File: config.mk
export PLATFORM = sky130hd
export DESIGN_NAME = sp_row_packer
export DESIGN_NICKNAME = d
export VERILOG_FILES = /design/src/rtl/sp_row_packer.sv
export SDC_FILE = /design/constraint.sdc
export NUM_CORES = 1
export LEC_CHECK = 0
export ABC_AREA = 1
export BUFFER_PORTS_ARGS = -buffer_cell sky130_fd_sc_hd__buf_2
export CAP_MARGIN = 0
export CORE_MARGIN = 2
export CORE_UTILIZATION = 44
export CTS_BUF_LIST = sky130_fd_sc_hd__clkbuf_8
export DETAILED_ROUTE_END_ITERATION = 16
export PLACE_DENSITY = 0.67
export REMOVE_ABC_BUFFERS = 1
export SLEW_MARGIN = 30
export SYNTH_ARGS = -nofsm -noshare
export SYNTH_HDL_FRONTEND = slang
export SYNTH_SLANG_ARGS = --single-unit
export TNS_END_PERCENT = 5
File: constraint.sdc
create_clock -name clk -period 4.54 [get_ports clk]
set_input_delay 0.681 -clock clk [delete_from_list [all_inputs] [get_ports clk]]
set_output_delay 0.681 -clock clk [all_outputs]
set_load 0.01 [all_outputs]
File: src/rtl/sp_row_packer.sv
// Packs a serial CSR row of (col, value) elements into flat PE buses and issues it with a one-cycle pe_valid_o pulse.
// Define SP_ROW_PACKER_DBUF_EN for ping-pong buffering: the next row is collected while the issued row awaits pe_ready_i.
module sp_row_packer #(
  parameter  int DATA_WIDTH       = 8,
  parameter  int DOT_PRODUCT_SIZE = 5,
  localparam int COL_IDX_WIDTH    = $clog2(DOT_PRODUCT_SIZE),
  localparam int NODE_INFO_WIDTH  = $clog2(DOT_PRODUCT_SIZE) + 1
) (
  input  logic                                      clk,
  input  logic                                      rst,
  input  logic                                      elem_valid_i,
  input  logic [COL_IDX_WIDTH-1:0]                  elem_col_idx_i,
  input  logic [DATA_WIDTH-1:0]                     elem_value_i,
  input  logic                                      elem_last_i,
  output logic                                      elem_ready_o,
  output logic                                      pe_valid_o,
  output logic [DOT_PRODUCT_SIZE*COL_IDX_WIDTH-1:0] col_idx_o,
  output logic [DOT_PRODUCT_SIZE*DATA_WIDTH-1:0]    value_o,
  output logic [NODE_INFO_WIDTH-1:0]                node_info_o,
  input  logic                                      pe_ready_i,
  output logic [15:0]                               rows_issued_o
);
  localparam int CW    = DOT_PRODUCT_SIZE * COL_IDX_WIDTH;
  localparam int VW    = DOT_PRODUCT_SIZE * DATA_WIDTH;
  // Wide enough to hold DOT_PRODUCT_SIZE even when it is a power of two.
  localparam int CNT_W = $clog2(DOT_PRODUCT_SIZE + 1);
  localparam logic [CNT_W-1:0] CNT_MAX = CNT_W'(DOT_PRODUCT_SIZE);

  typedef enum logic [1:0] {S_COLLECT, S_ISSUE, S_WAIT} state_t;
  state_t state_q, state_d;

  logic [CW-1:0]              buf_col_q, buf_col_d;
  logic [VW-1:0]              buf_val_q, buf_val_d;
  logic [CNT_W-1:0]           buf_cnt_q, buf_cnt_d;
  logic                       buf_ovf_q, buf_ovf_d;
  logic [CW-1:0]              col_q;
  logic [VW-1:0]              val_q;
  logic [NODE_INFO_WIDTH-1:0] ninfo_q;
  logic [15:0]                rows_issued_q;
  logic                       accept, row_done, load_out, load_from_buf, clr_buf;
  logic [CNT_W-1:0]           sel_cnt;
  logic                       sel_ovf;
`ifdef SP_ROW_PACKER_DBUF_EN
  logic                       full_q, full_d;
`endif

  assign accept   = elem_valid_i && elem_ready_o;
  assign row_done = accept && elem_last_i;

  // Collection buffer with the current element merged in; extra elements only raise overflow.
  always_comb begin
    buf_col_d = buf_col_q;
    buf_val_d = buf_val_q;
    buf_cnt_d = buf_cnt_q;
    buf_ovf_d = buf_ovf_q;
    if (accept) begin
      if (buf_cnt_q < CNT_MAX) begin
        for (int s = 0; s < DOT_PRODUCT_SIZE; s++) begin
          if (s == DOT_PRODUCT_SIZE - 1 - int'(buf_cnt_q)) begin
            buf_col_d[s*COL_IDX_WIDTH +: COL_IDX_WIDTH] = elem_col_idx_i;
            buf_val_d[s*DATA_WIDTH +: DATA_WIDTH]       = elem_value_i;
          end
        end
        buf_cnt_d = buf_cnt_q + CNT_W'(1);
      end else begin
        buf_ovf_d = 1'b1;
      end
    end
  end

  always_ff @(posedge clk or posedge rst) begin
    if (rst) begin
      state_q <= S_COLLECT;
    end else begin
      state_q <= state_d;
    end
  end

  always_comb begin
    state_d       = state_q;
    load_out      = 1'b0;
    load_from_buf = 1'b0;
    clr_buf       = 1'b0;
`ifdef SP_ROW_PACKER_DBUF_EN
    full_d        = full_q;
`endif
    case (state_q)
      S_COLLECT: begin
        if (row_done) begin
          state_d  = S_ISSUE;
          load_out = 1'b1;
          clr_buf  = 1'b1;
        end
      end
      S_ISSUE: begin
        state_d = S_WAIT;
`ifdef SP_ROW_PACKER_DBUF_EN
        if (row_done) full_d = 1'b1;
`endif
      end
      S_WAIT: begin
`ifdef SP_ROW_PACKER_DBUF_EN
        if (pe_ready_i && full_q) begin
          state_d       = S_ISSUE;
          load_out      = 1'b1;
          load_from_buf = 1'b1;
          clr_buf       = 1'b1;
          full_d        = 1'b0;
        end else if (pe_ready_i && row_done) begin
          state_d  = S_ISSUE;
          load_out = 1'b1;
          clr_buf  = 1'b1;
        end else if (pe_ready_i) begin
          state_d = S_COLLECT;
        end else if (row_done) begin
          full_d = 1'b1;
        end
`else
        if (pe_ready_i) state_d = S_COLLECT;
`endif
      end
      default: state_d = S_COLLECT;
    endcase
  end

  always_comb begin
    pe_valid_o = (state_q == S_ISSUE);
`ifdef SP_ROW_PACKER_DBUF_EN
    elem_ready_o = !rst && !full_q;
`else
    elem_ready_o = !rst && (state_q == S_COLLECT);
`endif
  end

  assign sel_cnt = load_from_buf ? buf_cnt_q : buf_cnt_d;
  assign sel_ovf = load_from_buf ? buf_ovf_q : buf_ovf_d;

  always_ff @(posedge clk or posedge rst) begin
    if (rst) begin
      buf_col_q <= '0;
      buf_val_q <= '0;
      buf_cnt_q <= '0;
      buf_ovf_q <= 1'b0;
    end else if (clr_buf) begin
      buf_col_q <= '0;
      buf_val_q <= '0;
      buf_cnt_q <= '0;
      buf_ovf_q <= 1'b0;
    end else begin
      buf_col_q <= buf_col_d;
      buf_val_q <= buf_val_d;
      buf_cnt_q <= buf_cnt_d;
      buf_ovf_q <= buf_ovf_d;
    end
  end

  always_ff @(posedge clk or posedge rst) begin
    if (rst) begin
      col_q         <= '0;
      val_q         <= '0;
      ninfo_q       <= '0;
      rows_issued_q <= '0;
    end else if (load_out) begin
      col_q         <= load_from_buf ? buf_col_q : buf_col_d;
      val_q         <= load_from_buf ? buf_val_q : buf_val_d;
      ninfo_q       <= {sel_cnt[NODE_INFO_WIDTH-2:0], sel_ovf};
      rows_issued_q <= rows_issued_q + 16'd1;
    end
  end

`ifdef SP_ROW_PACKER_DBUF_EN
  always_ff @(posedge clk or posedge rst) begin
    if (rst) begin
      full_q <= 1'b0;
    end else begin
      full_q <= full_d;
    end
  end
`endif

  assign col_idx_o     = col_q;
  assign value_o       = val_q;
  assign node_info_o   = ninfo_q;
  assign rows_issued_o = rows_issued_q;

endmodule

==> reports/qor.csv, run 1 <==
metric,value,unit
outcome,"complete, no violations",
die_x,124,um
grt_pass1_wl,23.8,mm
final_hold_viol_count,0,
drt-wirelength-per-cell,13.8,um
maxSlewHeadroom,50.5,%
clkPwrFrac,23.0,%
rsz0062_at_grt,false,
period_share,57.8,%
path_max_fanout,13,
die_h,124,um
fin_tns_setup,0,ps
dpl-instance-area,0.00688,mm2
async_flop_share,100,%
arrival,3030,ps
n_antenna_cell,0,
avgSynthCellArea,8.04,um2
antenna_found_initial,0,
fin_nets,888,
power_frac_comb,35.3,%
synth_top_cell_by_area,dfrtp_1,
drt_iter0_drc,386,
fill_cells,1374,
maxCapViolCount,0,
pin_count,93,
tightest_slew,741,ps
layout-drive-gt1-share,16.1,%
ys_seq_elements,136,
crit_top_cell,nand2_1,
portBuffers,92,
place_congestion,0.768,
dieArea,0.0154,mm2
synth_edf_count,0,
post-route-min-period,2620,ps
maxSlewViolCount,0,
core-area,0.0140,mm2
clock_latency,460,ps
yosysTopAreaCellShare,53.7,%
numCtsBuffers,17,
cts_resized,0,
critPathKind,register to register,
place_inst,1026,
grtUsageTotal,20.4,%
setup_viol,0,
ys_seq_area_share,53.7,%
ctsHoldBuffers,0,
syn_area,0.00634,mm2
finalWirelength,14.6,mm
ant_nets,0,
detail_route.first_pass.iterations,7,
yosysWarnings,0,
yosys-top-cells-area,"dfrtp_1 (54%), nand2_1 (17%), nand3_1 (5.8%), inv_1 (5.0%), nor2_1 (4.6%)",
row_count,43,
clock.fmax,0.381,GHz
final_cells,1058,
synthFlopType,dfrtp_1,
cpPeakStageDelay,590,ps
h-tree-depth,4,
cts_root_buf,clkbuf_8,
syn2layout_area_growth,15.2,%
pwr-share-seq,41.8,%
required,4940,ps
max-clock-path-buffers,2,
clk_pin_slew,80,ps
numClockSinks,136,
grt_max_degree,72,
syn-instance-count,789,
grt_remaining_overflow,0,
vias,5234,
place_hpwl,9.38,mm
crit_path_top_delay_cell,nor2_1,
fin_area,0.00730,mm2
final_util,52.2,%
synth_top_cells_by_count,"nand2_1 (282), dfrtp_1 (136), inv_1 (85)",
ys_types,27,
drc,0,
viasPerCell,4.95,
crit_path_end_kind,register,
startpoint_type,register,
ir_drop,0.360,mV
yosysMostFrequentCell,nand2_1,
intPower,0.00283,W
cts_tree,done,
p_switching,0.00175,W
hp-class,input pin to async pin,
grt_pass1_vias,4722,
start_util,45.3,%
power_leakage,4.15,nW
p_per_area,628,mW/mm2
cts_setup_buffers,0,
hold_ws,406,ps
skew,7.62,ps
sw_frac_of_total,38.2,%
path_cells,inv_1 > ha_1 > inv_1 > nor2_1 > nand2_1 > nand2_1 > nand3_1 > nand2_1,
-- area by class of cell --
type / count / area [um2] / area share, %
flip-flops and latches: 136 / 3400 / 46.6
clock buffers: 21 / 289 / 3.96
multi-input cells: 526 / 2420 / 33.1
well taps: 180 / 225 / 3.08
repair buffers: 97 / 505 / 6.92
inverters: 87 / 334 / 4.57
clock inverters: 11 / 129 / 1.76
-- flip-flops by register name, summed over array words and instances, names as in the netlist --
signal         flops
node_info_o        4
state_q            2
buf_val_q         40
value_o           40
buf_ovf_q          1
col_idx_o         15
buf_cnt_q          3
buf_col_q         15
rows_issued_o     16
-- cells in the final DEF (no fill, tap or decap) --
master	count
nand3_2	3
nor2_1	78
nand2_4	2
nand3_4	1
o21a_1	1
inv_4	1
clkbuf_8	21
nor2_4	4
nor2_8	1
nand3_1	73
inv_6	1
xnor2_1	5
xor2_1	3
bufinv_16	3
buf_2	92
nand2_1	281
dfrtp_1	136
clkinv_2	4
buf_4	3
buf_6	2
nand2_2	1
ha_1	7
inv_1	87
nand4_1	46
inv_2	1
o21ai_0	9
clkinvlp_4	1
a21oi_1	1
nand3b_1	4
o21ai_1	2
nor3_1	4
-- power by group through the flow --
stage / registers [W] / logic, W / clock network, W
after floorplan: 0.00203 / 0.000982 / 0
after global placement: 0.00194 / 0.00158 / 0
after detailed placement: 0.00194 / 0.00163 / 0
after CTS: 0.00192 / 0.00164 / 0.00107
after global routing: 0.00198 / 0.00185 / 0.00113
final: 0.00192 / 0.00162 / 0.00105
-- through the flow --
step,setup slack (ps),total power [W]
6_report,1920,0.00459
5_1_grt,1590,0.00496
4_1_cts,1940,0.00463
3_5_place_dp,1960,0.00357
3_3_place_gp,1650,0.00352
2_1_floorplan,-1650,0.00302
-- critical path: cells and delay by family, from the launching register on --
family	cells	cell delay, ps
buffers and inverters	2	230
adders and majority gates	1	450
DFF	1	460
and+or+nand+nor	5	1420
-- path summary, 6_finish.rpt --
path                               from            to  slack (ps)  depth (start not counted)
hold reg to reg             value_o[32]   value_o[32]         470                          2
hold / removal                      rst   value_o[11]         410                          3
setup reg to reg           buf_cnt_q[0]  col_idx_o[2]        1920                          8
setup / recovery           buf_cnt_q[0]  col_idx_o[2]        1920                          8
min in group clk             pe_ready_i    state_q[1]         450                          3
max in group asynchronous           rst    value_o[5]        3070                          4
-- routing by layer --
layer  up-vias  track usage, %  share of wire (%)
met5         -               0                  0
met4         0            7.79                2.0
met3        30            4.72                5.0
met2       127            29.5                 45
met1      2461            29.8                 48
li1       2616               -                  -
-- logic make-up after synthesis --
| group | share of synthesized area, % |
|---|---|
| buffers and inverters | 8.34 |
| and+or+nand+nor | 34.4 |
| adders and majority gates | 1.38 |
| xor gates and xnor gates | 1.10 |
| AOI/OAI and AO/OA | 1.07 |
| DFF | 53.7 |
Power figures use the tool's default switching activity.
==> run 2: changes to the inputs <==
Settings changed: ABC_AREA 1 to 0, PLACE_DENSITY 0.67 to 0.65.
Clock period 4.54 ns to 2.6 ns, I/O delays scaled along.
==> run 2 against run 1 <==
Total power increased by 43%. Synthesized area shrank 16%. Global-route usage is 2.6 points lower. First-iteration DRC count is 60% lower. Sequential cell count did not move. Critical path depth decreased by 1. Clock power increased by 64%. Highest routed layer unchanged. Routed wire length decreased by 26%. Die area is 15% lower. Fmax rose by 28%.
==> reports/qor.csv, run 2 <==
metric,value,unit
cts_resized,0,
drc,0,
pwr-share-seq,47.6,%
cts_root_buf,clkbuf_8,
yosysMostFrequentCell,dfrtp_1,
post-route-min-period,2050,ps
p_switching,0.00212,W
synth_top_cell_by_area,dfrtp_1,
synth_edf_count,0,
crit_path_top_delay_cell,dfrtp_1,
grt_max_degree,66,
synthFlopType,dfrtp_1,
cp_num_buf_inv,2,
period_share,78.8,%
cpPeakStageDelay,450,ps
crit_path_end_kind,register,
tightest_slew,588,ps
antenna_found_initial,0,
skew,10.6,ps
clock_latency,440,ps
grt_pass1_vias,3697,
sw_frac_of_total,32.4,%
p_per_area,1010,mW/mm2
r2r_cells,7,
cp_num_cells,7,
hp-class,input pin to async pin,
portBuffers,92,
power_frac_comb,26.2,%
syn-instance-count,471,
layout_commonest_cell,dfrtp_1,
outcome,"complete, no violations",
grtUsageTotal,17.8,%
row_count,40,
start_util,44.8,%
synth_top_cells_by_count,"dfrtp_1 (136), nor2_1 (118), mux2i_1 (57)",
power.total,0.00655,W
async_flop_share,100,%
grt_remaining_overflow,0,
ys_seq_elements,136,
die_h,114,um
power_leakage,3.59,nW
ys_seq_area_share,63.6,%
maxSlewHeadroom,60.8,%
clock.fmax,0.488,GHz
cts_setup_buffers,0,
cts_tree,done,
detail_route.first_pass.iterations,4,
fin_nets,594,
rsz0062_at_grt,false,
drt_iter0_drc,155,
syn_area,0.00535,mm2
clkPwrFrac,26.2,%
setup_viol,0,
maxCapViolCount,0,
syn2layout_area_growth,20.7,%
place_hpwl,7.14,mm
vias,3653,
viasPerCell,4.99,
final_cell_mix,"dfrtp_1 (136), nor2_1 (118), buf_2 (92)",
numClockSinks,136,
ys_types,25,
yosysTopAreaCellShare,63.6,%
required,2920,ps
ant_nets,0,
die_x,114,um
critPathKind,register to register,
yosysWarnings,0,
cp_top_family,flip-flops,
clk_pin_slew,70,ps
drt-wirelength-per-cell,14.7,um
arrival,2360,ps
path_cells,inv_1 > ha_1 > xnor2_1 > nand4b_1 > buf_4 > mux2i_1 > a21oi_1,
numCtsBuffers,17,
core-area,0.0120,mm2
yosys-top-cells-area,"dfrtp_1 (64%), mux2i_1 (11%), nor2_1 (8.3%), a21oi_1 (5.2%), ha_1 (1.6%)",
dieArea,0.0131,mm2
max-clock-path-buffers,2,
place_congestion,0.772,
maxSlewViolCount,0,
startpoint_type,register,
pin_count,93,
intPower,0.00443,W
ir_drop,0.521,mV
final_hold_viol_count,0,
path_max_fanout,11,
grt_pass1_wl,17.9,mm
avgSynthCellArea,11.4,um2
h-tree-depth,4,
ctsHoldBuffers,0,
fin_tns_setup,0,ps
layout-drive-gt1-share,24.5,%
fill_cells,1078,
finalWirelength,10.8,mm
## run 2: changes by cell type after synthesis, sizes merged, moves of 6 or more
cell / previous run / this run
inv: 87 / 5
nand3: 77 / 7
nand4: 46 / 7
a21oi: 1 / 56
mux2i: 0 / 57
nor2: 83 / 118
buf: 31 / 16
o21ai: 11 / 5
nand2: 284 / 16
## run 2: cell type report
| cell class | instances | area, um2 | share of cell area, % |
|---|---|---|---|
| diodes | 1 | 2.50 | 0.0387 |
| clock buffers | 20 | 275 | 4.26 |
| clock inverters | 12 | 125 | 1.94 |
| inverters | 5 | 26.3 | 0.407 |
| multi-input cells | 305 | 1820 | 28.1 |
| flip-flops and latches | 136 | 3400 | 52.7 |
| well taps | 147 | 184 | 2.85 |
| repair buffers | 106 | 628 | 9.72 |
## run 2: worst paths after layout
path	from	to	slack, ps
min reg2reg	rows_issued_o[15]	rows_issued_o[15]	460
max	buf_cnt_q[1]	col_idx_o[12]	550
min in group clk	elem_value_i[4]	buf_val_q[20]	290
max reg2reg	buf_cnt_q[1]	col_idx_o[12]	550
max in group asynchronous	rst	buf_val_q[31]	1810
min	rst	state_q[0]	70
## run 2: per-layer routing
layer | GRT usage, % | up-vias | wire length [um]
met2 | 26.9 | 95 | 4960
met3 | 4.76 | 16 | 566
li1 | - | 1774 | -
met4 | 8.46 | 0 | 197
met1 | 24.0 | 1768 | 5040
met5 | 0 | - | 0
## run 2: per-stage QoR
stage / setup WS (ps) / hold slack, ps / util (%) / std cells / cell area (um2)
5_1_grt: 330 / 99.0 / 54.0 / 731 / 6460
3_3_place_gp: 672 / 459 / 50.7 / 699 / 6060
2_1_floorplan: -1630 / 446 / - / 446 / 5240
3_5_place_dp: 564 / 458 / 50.7 / 699 / 6060
6_report: 551 / 71.4 / 54.0 / 732 / 6460
4_1_cts: 534 / 72.2 / 54.0 / 731 / 6460
## run 2: kinds of logic (layout without fill, tap and decap cells)
kind of cell    count (synthesis)  count (layout)  share of synthesized area (%)
buf+inv                        30             143                           2.48
compound gates                 61              61                           5.70
flops                         136             136                           63.6
other cells                     0               1                              0
mux                            57              57                           10.7
simple gates                  163             163                           13.2
fa+ha+maj                       7               7                           1.64
xor+xnor                       17              17                           2.78
## run 2: power groups by stage
stage	clock (W)	sequential, W	combinational, W
2_1_floorplan	0	0.00328	0.000924
3_5_place_dp	0	0.00316	0.00174
5_1_grt	0.00185	0.00320	0.00195
3_3_place_gp	0	0.00313	0.00167
4_1_cts	0.00176	0.00312	0.00175
6_report	0.00172	0.00311	0.00172
## run 2: worst reg2reg max path: stages, from the launching register on
cell	delay (ps)
dfrtp_1	450
inv_1	120
ha_1	200
xnor2_1	330
nand4b_1	170
buf_4	270
mux2i_1	280
a21oi_1	100
==> run 3: changes to the inputs <==
Settings changed: PLACE_DENSITY 0.65 to 0.68.
Clock period 2.6 ns to 1.85 ns, I/O delays scaled along.
==> run 3 against run 2 <==
Setup slack worse by 440 ps. Clock skew is 3.1 ps lower. Core utilization is 1.5 points higher. Largest cell class unchanged. Largest power group unchanged. Highest routed layer unchanged.
==> reports/qor.csv, run 3 (synthesis gave the netlist of run 2 again) <==
metric,value,unit
max-clock-path-buffers,2,
clk_pin_slew,70,ps
h-tree-depth,4,
groute.layer.met1.usage,25.5,%
grt_max_degree,59,
setup_viol,0,
hp-class,input pin to register,
cts_tree,done,
intPower,0.00671,W
period_share,94.1,%
required,2160,ps
start_util,44.8,%
grtUsageTotal,18.1,%
clkPwrFrac,28.5,%
power_leakage,3.67,nW
critPathKind,register to register,
layout_commonest_cell,dfrtp_1,
place_congestion,0.794,
finalWirelength,10.9,mm
drc,0,
ant_nets,0,
arrival,2060,ps
portBuffers,92,
core-area,0.0120,mm2
gr-max-usage-layer,met2,
grt_remaining_overflow,0,
crit_path_end_kind,register,
cts_root_buf,clkbuf_8,
path_max_fanout,11,
die_h,114,um
vias,3762,
sw_frac_of_total,30.9,%
outcome,"complete, no violations",
drt-wirelength-per-cell,14.7,um
n_antenna_cell,0,
viasPerCell,5.08,
maxCapViolCount,0,
post-route-min-period,1740,ps
p_switching,0.00300,W
layout-drive-gt1-share,25.9,%
dpl_worst_slack,36.5,ps
grt_pass1_vias,3613,
fin_nets,605,
rsz0062_at_grt,true,
antenna_found_initial,0,
final_cell_mix,"dfrtp_1 (136), nor2_1 (118), buf_2 (92)",
numClockSinks,136,
ir_drop,0.730,mV
maxSlewHeadroom,78.8,%
use_met3,5.51,%
row_count,40,
maxSlewViolCount,0,
startpoint_type,register,
syn2layout_area_growth,24.1,%
skew,7.51,ps
power_frac_comb,26.4,%
tightest_slew,318,ps
drt_iter0_drc,251,
grt_pass1_wl,18.1,mm
pin_count,93,
dieArea,0.0131,mm2
hold_ws,192,ps
setup_slack,108,ps
place_hpwl,7.45,mm
final_hold_viol_count,0,
clock.fmax,0.574,GHz
clock_latency,440,ps
p_per_area,1460,mW/mm2
die_x,114,um
pwr-share-seq,45.1,%
numCtsBuffers,17,
detail_route.first_pass.iterations,4,
use_met2,26.6,%
[run 3: changes by cell type in the layout (fill, tap and decap cells not counted), moves of 2 or more]
cell        delta
buf_4          +8
mux2i_1        -4
mux2i_2        +4
clkinvlp_4     -2
clkinv_2       -3
inv_1          +3
clkinv_4       -2
bufinv_16      +3
[run 3: stage by stage]
stage	total power [W]	setup TNS [ps]	util (%)	instance area, um2	std cells
2_1_floorplan	0.00590	-531350	-	5240	446
3_3_place_gp	0.00685	0	51.3	6140	708
3_5_place_dp	0.00697	0	51.3	6140	708
4_1_cts	0.00977	0	55.2	6600	740
5_1_grt	0.0104	-136	55.5	6640	741
6_report	0.00971	0	55.5	6640	741
[run 3: worst paths after layout]
path | from | end | slack (ps) | cells after the start
worst max-delay path | buf_cnt_q[0] | value_o[35] | 110 | 7
worst min-delay path | elem_value_i[0] | buf_val_q[0] | 190 | 3
worst max register to register | buf_cnt_q[0] | value_o[35] | 110 | 7
worst min register to register | rows_issued_o[15] | rows_issued_o[15] | 470 | 1
max in group asynchronous | rst | buf_cnt_q[2] | 810 | 4
min in group asynchronous | rst | state_q[0] | 470 | 3
[run 3: area by class of cell]
cell class / count / area (um2)
inverter: 5 / 26.3
sequential: 136 / 3400
clock buffer: 20 / 275
clock inverter: 11 / 179
fill: 1044 / 5320
timing repair buffer: 117 / 729
tap: 147 / 184
multi-input combinational: 305 / 1850
[run 3: timing repair]
item | 4_1_cts | 5_1_grt
gates resized for setup | 0 | 7
buffers inserted | 0 | 1
hold buffers | 1 | 0
hold endpoints to repair | 29 | 0
endpoints found under the setup margin | 0 | 108
[run 3: per-layer routing]
metal | vias to the layer above | wire length, um
met5 | - | 0
met4 | 0 | 158
met2 | 106 | 4940
met1 | 1847 | 5190
li1 | 1795 | -
met3 | 14 | 631
[run 3: worst max-delay path, cell delays in order (launching register included)]
cell	delay, ps
dfrtp_1	340
inv_1	90
ha_1	240
xnor2_2	220
nand4b_1	200
buf_12	180
mux2i_2	260
a21oi_1	90
[run 3: power by group through the flow]
stage,clock (W),sequential [W],combinational [W]
finish,0.00277,0.00438,0.00257
global route,0.00297,0.00449,0.00290
CTS,0.00283,0.00438,0.00256
detailed placement,0,0.00442,0.00255
global placement,0,0.00439,0.00246
floorplan,0,0.00460,0.00130
